===== config.mk =====
export PLATFORM = sky130hd
export DESIGN_NAME = store_buffer_flat
export DESIGN_NICKNAME = d
export VERILOG_FILES = /design/src/rtl/sb_pkg.sv /design/src/rtl/store_buffer_if.sv /design/src/rtl/sb_match.sv /design/src/rtl/store_buffer.sv /design/src/flat_wrapper.sv
export SDC_FILE = /design/constraint.sdc
export NUM_CORES = 1
export LEC_CHECK = 0
export ABC_AREA = 0
export ABC_CLOCK_PERIOD_IN_PS = 11000
export CELL_PAD_IN_SITES_DETAIL_PLACEMENT = 0
export CELL_PAD_IN_SITES_GLOBAL_PLACEMENT = 1
export CORE_ASPECT_RATIO = 1.1
export CORE_MARGIN = 2
export CORE_UTILIZATION = 49
export CTS_CLUSTER_DIAMETER = 40
export DETAILED_ROUTE_END_ITERATION = 10
export PLACE_DENSITY = 0.95
export REMOVE_ABC_BUFFERS = 1
export SYNTH_ARGS = -nofsm -noshare
export SYNTH_HDL_FRONTEND = slang
export SYNTH_SLANG_ARGS = --single-unit

===== constraint.sdc =====
create_clock -name Clk -period 11 [get_ports Clk]
set_input_delay 2.2 -clock Clk [delete_from_list [all_inputs] [get_ports Clk]]
set_output_delay 2.2 -clock Clk [all_outputs]
set_load 0.02 [all_outputs]

===== src/rtl/sb_pkg.sv =====
// Shared types and defaults for the store buffer.
// An entry holds the word index, the data and the store's instruction word.
package sb_pkg;

  localparam int SB_DEPTH = 4;
  localparam int SB_IDXW  = 10;

  typedef struct packed {
    logic [SB_IDXW-1:0] idx;
    logic [31:0]        data;
    logic [31:0]        ir;
  } sb_entry_t;

  // Data memory is 4 KiB, so only the word index within it is compared.
  function automatic logic [SB_IDXW-1:0] word_idx(input logic [31:0] addr);
    return addr[11:2];
  endfunction

endpackage


===== src/rtl/store_buffer_if.sv =====
// Store, load-lookup and drain signals between the M stage and the store buffer.
// The master modport is the pipeline/memory side; the slave modport is the buffer.
interface store_buffer_if #(
  parameter int DEPTH = 4
);

  logic                     st_valid;
  logic [31:0]              st_addr;
  logic [31:0]              st_data;
  logic [31:0]              st_ir;
  logic                     st_ready;
  logic [31:0]              ld_addr;
  logic                     ld_hit;
  logic [31:0]              ld_data;
  logic                     drain_en;
  logic                     mem_wr;
  logic [31:0]              mem_addr;
  logic [31:0]              mem_wd;
  logic [31:0]              mem_ir;
  logic [$clog2(DEPTH):0]   count;
  logic                     empty;

  modport master (
    output st_valid, st_addr, st_data, st_ir, ld_addr, drain_en,
    input  st_ready, ld_hit, ld_data, mem_wr, mem_addr, mem_wd, mem_ir, count, empty
  );

  modport slave (
    input  st_valid, st_addr, st_data, st_ir, ld_addr, drain_en,
    output st_ready, ld_hit, ld_data, mem_wr, mem_addr, mem_wd, mem_ir, count, empty
  );

endinterface


===== src/rtl/sb_match.sv =====
// Youngest-match selector: among valid entries whose index equals the lookup,
// returns the data of the one closest to (just behind) the tail pointer.
module sb_match
  import sb_pkg::*;
#(
  parameter int DEPTH = SB_DEPTH,
  parameter int IDXW  = SB_IDXW
) (
  input  logic [DEPTH-1:0]         valid_i,
  input  logic [IDXW-1:0]          idx_i  [DEPTH],
  input  logic [31:0]              data_i [DEPTH],
  input  logic [$clog2(DEPTH)-1:0] tail_i,
  input  logic [IDXW-1:0]          lookup_i,
  output logic                     hit_o,
  output logic [31:0]              data_o
);

  localparam int PW = $clog2(DEPTH);

  logic [PW-1:0] slot;

  // Walk from oldest (tail-DEPTH) to youngest (tail-1); later matches overwrite earlier ones.
  always_comb begin
    // NOTE: every variable gets a default first so no path leaves it unassigned (no latch).
    hit_o  = 1'b0;
    data_o = '0;
    slot   = '0;
    for (int k = DEPTH; k >= 1; k--) begin
      slot = tail_i - PW'(k);
      if (valid_i[slot] && idx_i[slot] == lookup_i) begin
        hit_o  = 1'b1;
        data_o = data_i[slot];
      end
    end
  end

endmodule


===== src/rtl/store_buffer.sv =====
// In-order word store queue between the M stage and data memory: one push and
// one drain per cycle, with a youngest-match bypass for loads.
module store_buffer
  import sb_pkg::*;
#(
  parameter int DEPTH = SB_DEPTH,
  parameter int IDXW  = SB_IDXW
) (
  input  logic          Clk,
  input  logic          Reset,
  store_buffer_if.slave bus
);

  localparam int PW = $clog2(DEPTH);
  localparam int CW = PW + 1;

  logic [PW-1:0]    head_q, head_d;
  logic [PW-1:0]    tail_q, tail_d;
  logic [CW-1:0]    count_q, count_d;
  logic [DEPTH-1:0] valid_q, valid_d;
  sb_entry_t        ent_q [DEPTH];

  logic             st_ready;
  logic             empty;
  logic             push;
  logic             drain;
  sb_entry_t        head_ent;
  logic [IDXW-1:0]  idx_vec  [DEPTH];
  logic [31:0]      data_vec [DEPTH];

  // Ready looks only at the registered count, so a full buffer refuses a store
  // even in a cycle where it also drains.
  assign st_ready = (count_q != CW'(DEPTH));
  assign empty    = (count_q == '0);
  assign push     = bus.st_valid && st_ready;
  assign drain    = bus.drain_en && !empty;
  assign head_ent = ent_q[head_q];

  always_comb begin
    head_d  = head_q;
    tail_d  = tail_q;
    valid_d = valid_q;
    if (push) begin
      tail_d          = tail_q + 1'b1;
      valid_d[tail_q] = 1'b1;
    end
    if (drain) begin
      head_d          = head_q + 1'b1;
      valid_d[head_q] = 1'b0;
    end
    count_d = count_q + CW'(push) - CW'(drain);
  end

  // NOTE: sequential state uses non-blocking assignments so every register samples pre-edge values.
  always_ff @(posedge Clk or posedge Reset) begin
    if (Reset) begin
      head_q  <= '0;
      tail_q  <= '0;
      count_q <= '0;
      valid_q <= '0;
    end else begin
      head_q  <= head_d;
      tail_q  <= tail_d;
      count_q <= count_d;
      valid_q <= valid_d;
    end
  end

  // NOTE: entry storage has no reset; the valid bits and count alone decide what is live.
  always_ff @(posedge Clk) begin
    if (push) begin
      ent_q[tail_q] <= '{idx: word_idx(bus.st_addr), data: bus.st_data, ir: bus.st_ir};
    end
  end

  always_comb begin
    for (int i = 0; i < DEPTH; i++) begin
      idx_vec[i]  = ent_q[i].idx;
      data_vec[i] = ent_q[i].data;
    end
  end

  sb_match #(
    .DEPTH (DEPTH),
    .IDXW  (IDXW)
  ) u_match (
    .valid_i  (valid_q),
    .idx_i    (idx_vec),
    .data_i   (data_vec),
    .tail_i   (tail_q),
    .lookup_i (word_idx(bus.ld_addr)),
    .hit_o    (bus.ld_hit),
    .data_o   (bus.ld_data)
  );

  assign bus.st_ready = st_ready;
  assign bus.empty    = empty;
  assign bus.count    = count_q;
  assign bus.mem_wr   = drain;
  assign bus.mem_addr = {{(30-IDXW){1'b0}}, head_ent.idx, 2'b00};
  assign bus.mem_wd   = head_ent.data;
  assign bus.mem_ir   = head_ent.ir;

endmodule


===== src/flat_wrapper.sv =====
// flat-port wrapper written by rule: the top's interface ports become plain ports
module store_buffer_flat import sb_pkg::*;
#(
  parameter int DEPTH = SB_DEPTH,
  parameter int IDXW  = SB_IDXW
)
  (Clk, Reset, bus_st_valid, bus_st_addr, bus_st_data, bus_st_ir, bus_ld_addr, bus_drain_en, bus_st_ready, bus_ld_hit, bus_ld_data, bus_mem_wr, bus_mem_addr, bus_mem_wd, bus_mem_ir, bus_count, bus_empty);
  store_buffer_if #(.DEPTH(DEPTH)) bus_i ();
  input  logic Clk;
  input  logic Reset;
  input wire logic [$bits(bus_i.st_valid)-1:0] bus_st_valid;
  input wire logic [$bits(bus_i.st_addr)-1:0] bus_st_addr;
  input wire logic [$bits(bus_i.st_data)-1:0] bus_st_data;
  input wire logic [$bits(bus_i.st_ir)-1:0] bus_st_ir;
  input wire logic [$bits(bus_i.ld_addr)-1:0] bus_ld_addr;
  input wire logic [$bits(bus_i.drain_en)-1:0] bus_drain_en;
  output wire logic [$bits(bus_i.st_ready)-1:0] bus_st_ready;
  output wire logic [$bits(bus_i.ld_hit)-1:0] bus_ld_hit;
  output wire logic [$bits(bus_i.ld_data)-1:0] bus_ld_data;
  output wire logic [$bits(bus_i.mem_wr)-1:0] bus_mem_wr;
  output wire logic [$bits(bus_i.mem_addr)-1:0] bus_mem_addr;
  output wire logic [$bits(bus_i.mem_wd)-1:0] bus_mem_wd;
  output wire logic [$bits(bus_i.mem_ir)-1:0] bus_mem_ir;
  output wire logic [$bits(bus_i.count)-1:0] bus_count;
  output wire logic [$bits(bus_i.empty)-1:0] bus_empty;
  assign bus_i.st_valid = bus_st_valid;
  assign bus_i.st_addr = bus_st_addr;
  assign bus_i.st_data = bus_st_data;
  assign bus_i.st_ir = bus_st_ir;
  assign bus_i.ld_addr = bus_ld_addr;
  assign bus_i.drain_en = bus_drain_en;
  assign bus_st_ready = bus_i.st_ready;
  assign bus_ld_hit = bus_i.ld_hit;
  assign bus_ld_data = bus_i.ld_data;
  assign bus_mem_wr = bus_i.mem_wr;
  assign bus_mem_addr = bus_i.mem_addr;
  assign bus_mem_wd = bus_i.mem_wd;
  assign bus_mem_ir = bus_i.mem_ir;
  assign bus_count = bus_i.count;
  assign bus_empty = bus_i.empty;
  store_buffer #(.DEPTH(DEPTH), .IDXW(IDXW)) u_core (.Clk(Clk), .Reset(Reset), .bus(bus_i));
endmodule

## Yosys cells after proc, flatten, opt, wreduce, memory -nomap -nowiden

Memory sizes are Yosys's and may differ from the RTL's.
Index checks and enable logic that the tools add are counted.

- Add/subtract/negate cells: 7
- Magnitude comparators: 11
- Eq/ne operators: 5
- Multiplexer cells: 48
- Bitwise operators: 7
- Reductions and logical operators: 10

Operators by type and width:

| kind | count |
|---|---|
| 32-bit two-way mux | 12 |
| 32-bit binary-select mux with 2-bit select | 4 |
| 10-bit binary-select mux with 2-bit select | 4 |
| 10-bit two-way mux | 8 |
| 10-bit == test | 4 |
| 2-bit by 3-bit < comparator with 1-bit output, second input constant | 5 |
| 3-bit greater-or-equal comparator, second input constant | 4 |
| 1-bit two-way mux | 12 |
| 2-bit inverter with 3-bit output | 4 |
| 1-bit binary-select mux with 2-bit select | 4 |
| 1-bit logical AND | 8 |
| 4-bit two-way mux | 2 |
| 2-bit by 1-bit adder with 2-bit output, second input constant | 2 |
| 4-bit bitwise AND | 1 |
| 1-bit demux with 2-bit select | 2 |
| 2-bit by 1-bit greater-or-equal comparator with 1-bit output, second input constant | 2 |
| 4-bit inverter | 1 |
| 4-bit OR | 1 |
| 2-bit subtractor, second input constant | 2 |
| 3-bit by 1-bit adder with 3-bit output | 1 |
| 3-bit logical NOT | 1 |
| 3-bit != test, second input constant | 1 |
| 3-bit by 1-bit subtractor with 3-bit output | 1 |
| 2-bit by 1-bit subtractor with 2-bit output, second input constant | 1 |
| 1-bit logical NOT | 1 |

- Register bits: 11
- Memory bits (writable): 296
- Output and inout bits: 135
- Word-level logic and storage cells: 93
- Memories: 1

Memories:

| memory | depth | width | read ports | clocked after Yosys merged registers in | write ports | line | source |
|---|---|---|---|---|---|---|---|
| u_core.ent_q | 4 | 74 | 5 | 0 | 1 | store_buffer.sv:21 | `sb_entry_t ent_q [DEPTH];` |

## Depth between registers and ports, before layout

Gate-level depths: netlist of run 1.

- Depth after elaboration: 10
- Mapped depth: 21
- Gate-level depth less buffers: 10

## Cells and area by module

A second synthesis of run 1 with hierarchy kept.

- Cells, all modules: 1170
- Area, all modules: 16993.8 um^2

Modules (own cells, without submodules):

| module | instances | cells each | area an instance (um^2) | seq. area each (um^2) |
|---|---|---|---|---|
| store_buffer | 1 | 477 | 11522.3 | 9163.8 |
| sb_match | 1 | 693 | 5471.5 | 0.0 |

## Least setup slack after synthesis of run 1

Ideal clock, no wire load.

- Path kind: reg-to-output
- From: register u_core.tail_q[0]
- To: output bus_ld_data[17]
- Arrival time: 4.492 ns
- Required time: 8.800 ns
- Path slack: 4.308 ns
- Stages on the path, launching flop included: 18
- Path buffers: 12
- Cell sequence: dfrtp_1 > buf_6 > buf_4 > buf_6 > buf_4 > buf_2 > buf_1 > inv_1 > ha_1 > buf_6 > buf_4 > buf_6 > buf_4 > buf_4 > buf_1 > mux4_2 > a221o_1 > a22o_1

- Elaborated cells on any way between the ends: 51
- Those cells by class: add/sub (3); eq/ne (4); mux (36); bitwise (4); reduce/logical (4)

RTL lines:

| what | line | source |
|---|---|---|
| start, declared | store_buffer.sv:18 | `logic [PW-1:0] tail_q, tail_d;` |
| start signal, assigned | store_buffer.sv:63 | `tail_q <= tail_d;` |
| 2-bit by 1-bit subtractor with 2-bit output * | sb_match.sv:29 | `slot = tail_i - PW'(k);` |
| net u_core.u_match.slot[0] | sb_match.sv:20 | `logic [PW-1:0] slot;` |
| 2-bit inverter with 3-bit output (not written as such) | sb_match.sv:30, sb_match.sv:32 |  |
| 10-bit binary-select mux with 2-bit select | sb_match.sv:30 | `if (valid_i[slot] && idx_i[slot] == lookup_i) begin` |
| 10-bit two-way mux (not written as such) (2 in series) | sb_match.sv:30 |  |
| 10-bit == test | sb_match.sv:30 |  |
| 1-bit logical AND | sb_match.sv:30 |  |
| 32-bit two-way mux * | sb_match.sv:30 |  |
| end, declared | flat_wrapper.sv:19 | `output wire logic [$bits(bus_i.ld_data)-1:0] bus_ld_data;` |

Mark *: on every way through the listed nets, which the timed path passes. The rest lies on a longest branch. The select of a mux whose other input is x is not followed.

## Worst setup path in the final report of run 1

- From: input bus_ld_addr[11]
- To: output bus_ld_data[28]

- Longest elaborated chain between the ends: 6
- Elaborated cells on any way between the ends: 12
- Those cells by class: eq/ne (4); mux (4); reduce/logical (4)

RTL lines:

| what | line | source |
|---|---|---|
| start, declared | flat_wrapper.sv:15 | `input wire logic [$bits(bus_i.ld_addr)-1:0] bus_ld_addr;` |
| 10-bit == test | sb_match.sv:30 |  |
| 1-bit logical AND | sb_match.sv:30 |  |
| 32-bit two-way mux (3 in series) | sb_match.sv:30 |  |
| 32-bit two-way mux * | sb_match.sv:30 |  |

Every way passes the cells marked *; elsewhere a longest branch is shown, timed or not.

==> flow_metrics.env, run 1 <==
export IMPL_synth_area_leaders="edfxtp_1 (53%), mux4_2 (21%), mux2i_1 (4.1%)"
export IMPL_antenna_found_initial=0
export IMPL_die_width_um=180
export IMPL_ant_nets=0
export IMPL_hold_path_class="reg2reg"
export IMPL_dr_first_iter_drc_count=859
export IMPL_first_pass_iters=5
export IMPL_cts_sinks=307
export IMPL_crit_family="compound AO/OA/AOI/OAI gates"
export IMPL_synth_top_cell_by_area="edfxtp_1"
export IMPL_crit_path_frequent_cell="clkdlybuf4s50_1"
export IMPL_status="completed"
export IMPL_cpMaxStageDelayCell="nor2_4"
export IMPL_fin_skew_ps=18.2
export IMPL_synth_distinct_cells=51
export IMPL_hold_buffers=0
export IMPL_grt_pass1_wl_um=59900
export IMPL_slew_viol_final=0
export IMPL_synthAdderAreaFrac_pct=0.865
export IMPL_synth_edff_count=296
export IMPL_ys_top_cells_by_count="edfxtp_1 (296), mux4_2 (156), nand2_1 (81)"
export IMPL_cp_start_kind="input port"
export IMPL_ys_seq_area_share_pct=54.6
export IMPL_cts_buffers=38
export IMPL_die_area_sq_um=35800
export IMPL_grt_usage_pct=21.6
export IMPL_synth_top_area_share_pct=53.0
export IMPL_portBuffers=200
export IMPL_irDropWorstVdd_uv=283
export IMPL_placed_area_sq_um=19000
export IMPL_cp_end_kind="output port"
export IMPL_finalNetCount=1358
export IMPL_tns_ps=0
export IMPL_async_reset_ff_share_pct=3.58
export IMPL_worst_path_max_fanout=31
export IMPL_post_drt_via_cell_ratio=6.20
export IMPL_clk_latency_ps=520
export IMPL_ios=267
export IMPL_cts_resized=0
export IMPL_cts_tree="done"
export IMPL_route_detailed_drc=0
export IMPL_clk_path_buf_depth=3
export IMPL_crit_arrival_ps=6420
export IMPL_grt_max_degree=105
export IMPL_synth_compound_area_share_pct=7.96
export IMPL_required_ps=8800
export IMPL_routabilityCongestion=0.902
export IMPL_post_cts_buffers=0
export IMPL_cts_htree_levels=2
export IMPL_routedWlPerCell_um=23.1
export IMPL_synth_top_family_by_area="multiplexers"
export IMPL_root_buffer="clkbuf_16"
export IMPL_via_count=10400
export IMPL_fin_crit_ps=8620
export IMPL_syn_area_sq_um=16800
export IMPL_slowest_delay_ps=920
export IMPL_fmax_ghz=0.116
export IMPL_ys_ff_latch=307
export IMPL_clkTransAtPathRegs_ps=60
export IMPL_synth_ff_type="edfxtp_1"
export IMPL_die_y_um=198
export IMPL_syn_area_per_cell_sq_um=15.9
export IMPL_hpwl_um=23400
export IMPL_wl_um=38800
export IMPL_max_slew_margin_pct=24.2
export IMPL_finalCritPeriodShare_pct=78.4
export IMPL_critPathKind="in2out"
export IMPL_synth_most_common_cell="edfxtp_1"
export IMPL_synth_warnings=0
export IMPL_worst_pin_slew_ps=1130
export IMPL_finalHoldViolations=0
export IMPL_cellPowerDensity_nw_per_um2=288
export IMPL_fin_area_sq_um=20200
export IMPL_cp_num_buf_inv=2
export IMPL_initial_core_util_pct=49.5
export IMPL_core_area_sq_um=33900
export IMPL_max_cap_violations=0
export IMPL_synthCells=1055
export IMPL_yosys_mux_area_fraction_pct=27.3
export IMPL_path_cells="clkdlybuf4s50_1 > a221oi_1 > a22oi_1 > a2111oi_0 > nand3b_1 > nor2_4 > a221o_1 > a22o_1 > clkdlybuf4s50_1"
export IMPL_drive_gt1_share_pct=22.3
export IMPL_grt_overflow=0
export IMPL_finalSetupViolCount=0
export IMPL_rows=71
export IMPL_rsz0062_at_grt="no"
export IMPL_synthXorXnorAreaFrac_pct=2.40
export IMPL_p_leak_nw=6.73
export IMPL_synth_simple_area_share_pct=3.09
export IMPL_area_growth_pct=20.4
export IMPL_grt_pass1_vias=10600
-- metal layers --
metal  share of wire [%]  wire, um  track usage, %  vias up
li1                    -         -               -     4619
met1                  39     15100            26.4     5353
met2                  51     19800            37.3      403
met3                 7.8      3030            5.78       58
met4                 2.3       884            7.11        0
met5                   0         0               0        -
-- through the flow --
stage               setup WS (ps)  instances  hold slack [ps]  power, mW  util (%)
finish                       2380       1682              601       5.82      59.5
global route                 1980       1681              614       6.13      59.5
CTS                          2470       1681              599       5.87      59.5
detailed placement           2490       1613              586       4.65      55.9
global placement             2570       1613              565       4.60      55.9
floorplan                   -5950        961              536       4.01         -
-- sequential cells by signal (all words and copies together) (netlist names) --
register	cells
u_core.bus.count	3
u_core.valid_q	4
u_core.head_q	2
u_core.ent_q	296
u_core.tail_q	2
-- power by group --
group / leakage (nW) / total, mW / internal (mW) / switching [mW]
sequential: 2.84 / 1.82 / 1.56 / 0.259
combinational: 3.29 / 2.81 / 1.43 / 1.38
clock: 0.605 / 1.19 / 0.708 / 0.484
total: 6.73 / 5.82 / 3.70 / 2.12
-- cell usage in the layout (no fill, tap or decap), types with 5 or more instances in the layout --
master / n
xnor2_1: 30
nor2b_1: 6
mux2_2: 33
nand2_1: 81
a2bb2oi_1: 6
clkinv_2: 7
a22o_1: 31
conb_1: 22
clkbuf_16: 39
a221o_1: 32
nor3_1: 6
inv_1: 8
edfxtp_1: 296
mux4_2: 156
mux2i_1: 68
dfrtp_1: 7
xor2_1: 16
buf_4: 14
clkdlybuf4s50_1: 200
ha_1: 9
o21ai_0: 68
a21oi_1: 35
clkinv_1: 5
nand2b_1: 5
-- logic make-up after synthesis --
| group | count (synthesis) |
|---|---|
| AOI/OAI and AO/OA | 194 |
| xor gates and xnor gates | 46 |
| adders and majority gates | 11 |
| buffers and inverters | 124 |
| DFF | 307 |
| muxes | 258 |
| other | 1 |
| and+or+nand+nor | 114 |
-- path summary, 6_finish.rpt --
check,depth (start not counted),slack [ps],to,from
hold / removal,1,600,u_core.valid_q[0],u_core.valid_q[0]
min in group asynchronous,2,1970,u_core.bus.count[1],Reset
hold reg to reg,1,600,u_core.valid_q[0],u_core.valid_q[0]
max in group asynchronous,2,8700,u_core.tail_q[1],Reset
setup reg to reg,4,7190,u_core.ent_q[3][16],u_core.tail_q[0]
setup / recovery,9,2380,bus_ld_data[28],bus_ld_addr[11]
-- layout make-up --
class / count / area, sq um
multi-input cells: 645 / 7110
flip-flops and latches: 307 / 9180
diodes: 1 / 2.50
fillers: 2481 / 13700
well taps: 438 / 548
clock inverters: 25 / 229
clock buffers: 43 / 991
inverters: 9 / 33.8
repair buffers: 214 / 2110
Note: power is estimated with default switching activity, not from simulation.
==> inputs of run 2 (changes only) <==
Settings changed: ABC_CLOCK_PERIOD_IN_PS 11000 to 7500, CORE_UTILIZATION 49 to 41, PLACE_DENSITY 0.95 to 0.89.
Clock period 11 ns to 7.5 ns, I/O delays scaled along.
==> run 2 against run 1 <==
Net effect: utilization fell by 8.2 points; die area rose by 19%; flip-flop and latch count unchanged; final area rose by 2.4%; worst hold slack gained 5.2 ps; critical path type is now reg2out; largest cell class unchanged.
==> flow_metrics.env, run 2 (synthesized netlist as in run 1, its figures left out) <==
export IMPL_status="completed"
export IMPL_routedWlPerCell_um=22.5
export IMPL_slowest_delay_ps=710
export IMPL_cts_htree_levels=2
export IMPL_reg2reg_depth=5
export IMPL_first_pass_iters=5
export IMPL_clk_latency_ps=530
export IMPL_post_drt_via_cell_ratio=5.89
export IMPL_p_leak_nw=6.88
export IMPL_core_area_sq_um=40300
export IMPL_regMostFlops="u_core.ent_q"
export IMPL_path_cells="buf_4 > mux4_2 > xor2_1 > a2111oi_0 > nand3b_1 > nor2_4 > buf_12 > a221o_1 > a22o_1 > clkdlybuf4s50_1"
export IMPL_final_util_pct=51.4
export IMPL_fin_crit_ps=6790
export IMPL_post_cts_buffers=0
export IMPL_finalPower_mw=8.90
export IMPL_dr_first_iter_drc_count=713
export IMPL_fin_area_sq_um=20700
export IMPL_cellPowerDensity_nw_per_um2=431
export IMPL_max_slew_margin_pct=43.0
export IMPL_clkTransAtPathRegs_ps=50
export IMPL_area_growth_pct=23.2
export IMPL_rows=77
export IMPL_cpMaxStageDelayCell="dfrtp_4"
export IMPL_grt_max_degree=90
export IMPL_clk_path_buf_depth=3
export IMPL_portBuffers=200
export IMPL_cts_sinks=307
export IMPL_irDropWorstVdd_uv=285
export IMPL_grt_usage_pct=18.8
export IMPL_fin_skew_ps=20.4
export IMPL_critPathKind="reg2out"
export IMPL_cts_buffers=44
export IMPL_cts_resized=0
export IMPL_wl_um=40000
export IMPL_finalHoldViolations=0
export IMPL_grt_pass1_wl_um=61400
export IMPL_rrSetupSlack_ps=3360
export IMPL_final_common_cell="edfxtp_1"
export IMPL_r2r_end="u_core.ent_q[1][67]"
export IMPL_finalSetupViolCount=0
export IMPL_finalNetCount=1371
export IMPL_largest_reg_flops=296
export IMPL_grt_overflow=0
export IMPL_hpwl_um=24500
export IMPL_ios=267
export IMPL_required_ps=6000
export IMPL_finalCritPeriodShare_pct=90.5
export IMPL_die_area_sq_um=42600
export IMPL_cts_tree="done"
export IMPL_via_count=10500
export IMPL_routabilityCongestion=0.803
export IMPL_root_buffer="clkbuf_16"
export IMPL_placed_area_sq_um=19200
export IMPL_die_y_um=216
export IMPL_route_detailed_drc=0
export IMPL_hold_buffers=0
export IMPL_max_cap_violations=0
export IMPL_rsz0062_at_grt="no"
export IMPL_worst_path_max_fanout=47
export IMPL_ant_nets=0
export IMPL_final_cell_mix="edfxtp_1 (296), clkdlybuf4s50_1 (200), mux4_2 (156)"
export IMPL_grt_pass1_vias=10800
export IMPL_worstSetupEndpoint="bus_ld_data[25]"
export IMPL_crit_arrival_ps=5290
export IMPL_drive_gt1_share_pct=23.4
export IMPL_cp_startpoint="u_core.tail_q[0]"
export IMPL_fmax_ghz=0.147
export IMPL_slew_viol_final=0
export IMPL_hold_path_class="reg2reg"
export IMPL_antenna_found_initial=5
export IMPL_worstReg2RegStart="u_core.tail_q[0]"
export IMPL_cp_start_kind="flip-flop"
export IMPL_die_width_um=197
export IMPL_worst_pin_slew_ps=855
export IMPL_tns_ps=0
export IMPL_initial_core_util_pct=41.7
export IMPL_cp_end_kind="output port"
-- run 2: changes by cell type in the layout (fill, tap and decap cells not counted), moves of 2 or more --
| cell | before | now |
|---|---|---|
| buf_12 | 0 | 3 |
| buf_4 | 14 | 18 |
| bufinv_16 | 2 | 5 |
| clkbuf_1 | 4 | 6 |
| clkbuf_16 | 39 | 45 |
| clkinv_2 | 7 | 0 |
| clkinvlp_4 | 1 | 7 |
| diode_2 | 1 | 3 |
| inv_6 | 3 | 6 |
-- run 2: metrics by stage --
step	instances	setup WS, ps	hold slack [ps]
floorplan	961	-8750	536
global placement	1695	922	577
detailed placement	1695	852	590
CTS	1776	686	601
global route	1778	431	615
finish	1779	709	606
-- run 2: final cells by class --
type | count | area [sq um]
fillers | 3285 | 19600
flip-flops and latches | 307 | 9180
multi-input cells | 645 | 7110
repair buffers | 221 | 2200
clock buffers | 51 | 1150
well taps | 513 | 642
clock inverters | 30 | 365
inverters | 9 | 33.8
diodes | 3 | 7.51
-- run 2: how the worst min path moves through the flow --
stage | start | to | slack (ps) | cells past startpoint
5_1_grt | u_core.valid_q[3] | u_core.valid_q[3] | 610 | 1
3_3_place_gp | u_core.valid_q[3] | u_core.valid_q[3] | 580 | 1
3_5_place_dp | u_core.valid_q[3] | u_core.valid_q[3] | 590 | 1
2_1_floorplan | u_core.valid_q[0] | u_core.valid_q[0] | 540 | 1
6_report | u_core.valid_q[3] | u_core.valid_q[3] | 610 | 1
4_1_cts | u_core.valid_q[3] | u_core.valid_q[3] | 600 | 1
-- run 2: worst max-delay path: cells and delay by family, from the launching register on --
| family | cells | cell delay, ps |
|---|---|---|
| compound gates | 3 | 930 |
| xor+xnor | 1 | 160 |
| buf+inv | 3 | 1520 |
| flops | 1 | 710 |
| mux | 1 | 600 |
| simple gates | 2 | 770 |
-- run 2: power breakdown --
part | total (mW) | switching [mW] | internal (mW)
clock network | 2.08 | 0.778 | 1.30
registers | 2.59 | 0.303 | 2.29
logic | 4.24 | 2.12 | 2.12
total | 8.90 | 3.20 | 5.71
-- run 2: routing by layer --
layer	up-vias	global-route usage, %	wire, um
met2	409	32.4	20400
met4	4	5.91	927
met3	70	5.99	3360
met1	5338	22.3	15300
met5	-	0	23
li1	4655	-	-
==> inputs of run 3 (changes only) <==
Settings changed: ABC_CLOCK_PERIOD_IN_PS 7500 to 7400, CORE_UTILIZATION 41 to 46, PLACE_DENSITY 0.89 to 0.94.
Clock period 7.5 ns to 7.4 ns, I/O delays scaled along.
==> run 3 against run 2 <==
Net effect: combinational power hardly changed; die area is 11% lower; clock skew is 9.8 ps lower; sequential share of layout area is 0.46 points higher; largest cell class unchanged; highest routed layer unchanged.
==> flow_metrics.env, run 3 (synthesized netlist as in run 1, its figures left out) <==
export IMPL_status="completed"
export IMPL_via_count=10400
export IMPL_clk_latency_ps=540
export IMPL_die_y_um=204
export IMPL_tns_ps=0
export IMPL_first_pass_iters=5
export IMPL_area_growth_pct=22.0
export IMPL_route_detailed_drc=0
export IMPL_critPathKind="in2out"
export IMPL_ios=267
export IMPL_rows=73
export IMPL_fmax_ghz=0.146
export IMPL_cts_buffers=40
export IMPL_final_seq_area_sq_um=9180
export IMPL_die_area_sq_um=38000
export IMPL_wl_um=38600
export IMPL_routedWlPerCell_um=22.1
export IMPL_final_common_cell="edfxtp_1"
export IMPL_cts_sinks=307
export IMPL_cp_end_kind="output port"
export IMPL_cellPowerDensity_nw_per_um2=431
export IMPL_max_cap_violations=0
export IMPL_finalNetCount=1367
export IMPL_crit_arrival_ps=5350
export IMPL_multi_input_area_sq_um=7110
export IMPL_post_cts_buffers=0
export IMPL_slowest_delay_ps=850
export IMPL_regMostFlops="u_core.ent_q"
export IMPL_worst_path_max_fanout=31
export IMPL_dr_first_iter_drc_count=766
export IMPL_largest_reg_flops=296
export IMPL_ant_nets=0
export IMPL_cp_start_kind="input port"
export IMPL_post_drt_via_cell_ratio=5.98
export IMPL_cpMaxStageDelayCell="nor2_4"
export IMPL_clk_path_buf_depth=3
export IMPL_hold_path_class="reg2reg"
export IMPL_die_width_um=186
export IMPL_fin_crit_ps=6830
export IMPL_portBuffers=200
export IMPL_required_ps=5920
export IMPL_antenna_found_initial=2
export IMPL_finalHoldViolations=0
export IMPL_grt_max_degree=105
export IMPL_finalSetupViolCount=0
export IMPL_final_cell_mix="edfxtp_1 (296), clkdlybuf4s50_1 (200), mux4_2 (156)"
export IMPL_fin_area_sq_um=20500
export IMPL_crit_family="compound AO/OA/AOI/OAI gates"
export IMPL_cp_num_buf_inv=2
export IMPL_drive_gt1_share_pct=23.0
export IMPL_max_slew_margin_pct=29.4
export IMPL_placed_area_sq_um=19100
export IMPL_grt_pass1_vias=10800
export IMPL_hpwl_um=24100
export IMPL_grt_usage_pct=20.8
export IMPL_grt_pass1_wl_um=60500
export IMPL_finalCritPeriodShare_pct=92.3
export IMPL_p_leak_nw=6.81
export IMPL_clkTransAtPathRegs_ps=50
export IMPL_cts_htree_levels=2
export IMPL_nFillCells=2745
export IMPL_irDropWorstVdd_uv=259
export IMPL_core_area_sq_um=36100
export IMPL_slew_viol_final=0
export IMPL_worst_pin_slew_ps=1060
export IMPL_rsz0062_at_grt="no"
export IMPL_cts_tree="done"
export IMPL_grt_overflow=0
export IMPL_hold_buffers=0
export IMPL_routabilityCongestion=0.870
export IMPL_fin_skew_ps=10.6
export IMPL_path_cells="clkdlybuf4s50_1 > a22oi_1 > a22oi_1 > a2111oi_0 > nand3b_1 > nor2_4 > a221o_1 > a22o_1 > clkdlybuf4s50_1"
export IMPL_final_util_pct=56.8
export IMPL_initial_core_util_pct=46.5
export IMPL_cts_resized=0
export IMPL_root_buffer="clkbuf_16"
-- run 3: power breakdown --
group          internal (mW)  switching [mW]
Combinational           2.15            2.11
Sequential              2.32           0.326
Clock                   1.16           0.748
Total                   5.63            3.19
-- run 3: final cells by class --
type,count,area share [%]
Antenna cell,1,0.0122
Clock buffer,45,5.19
Clock inverter,29,1.42
Inverter,9,0.165
Multi-Input combinational cell,645,34.7
Sequential cell,307,44.8
Tap cell,487,2.98
Timing Repair Buffer,221,10.7
-- run 3: final timing paths --
path,start,endpoint,cells after the start,slack (ps)
max,bus_ld_addr[5],bus_ld_data[28],9,570
min,u_core.valid_q[2],u_core.valid_q[2],1,590
max reg2reg,u_core.tail_q[1],u_core.ent_q[1][62],5,4480
min reg2reg,u_core.valid_q[2],u_core.valid_q[2],1,590
max in group asynchronous,Reset,u_core.head_q[0],2,5830
min in group asynchronous,Reset,u_core.bus.count[0],2,1240
-- run 3: per-stage QoR --
stage	total power, mW	std cells	hold slack, ps	setup slack (ps)
floorplan	5.97	961	536	-8830
global placement	6.89	1669	572	548
detailed placement	6.98	1669	583	572
CTS	8.93	1743	596	545
global route	9.31	1744	606	251
finish	8.81	1744	594	573
-- run 3: metal layers --
metal  share of wire, %  vias up  track usage [%]
li1                   -     4644                -
met1                 38     5309             25.1
met2                 51      387             35.7
met3                8.0       82             5.93
met4                3.3        2             7.45
met5              0.028        -                0
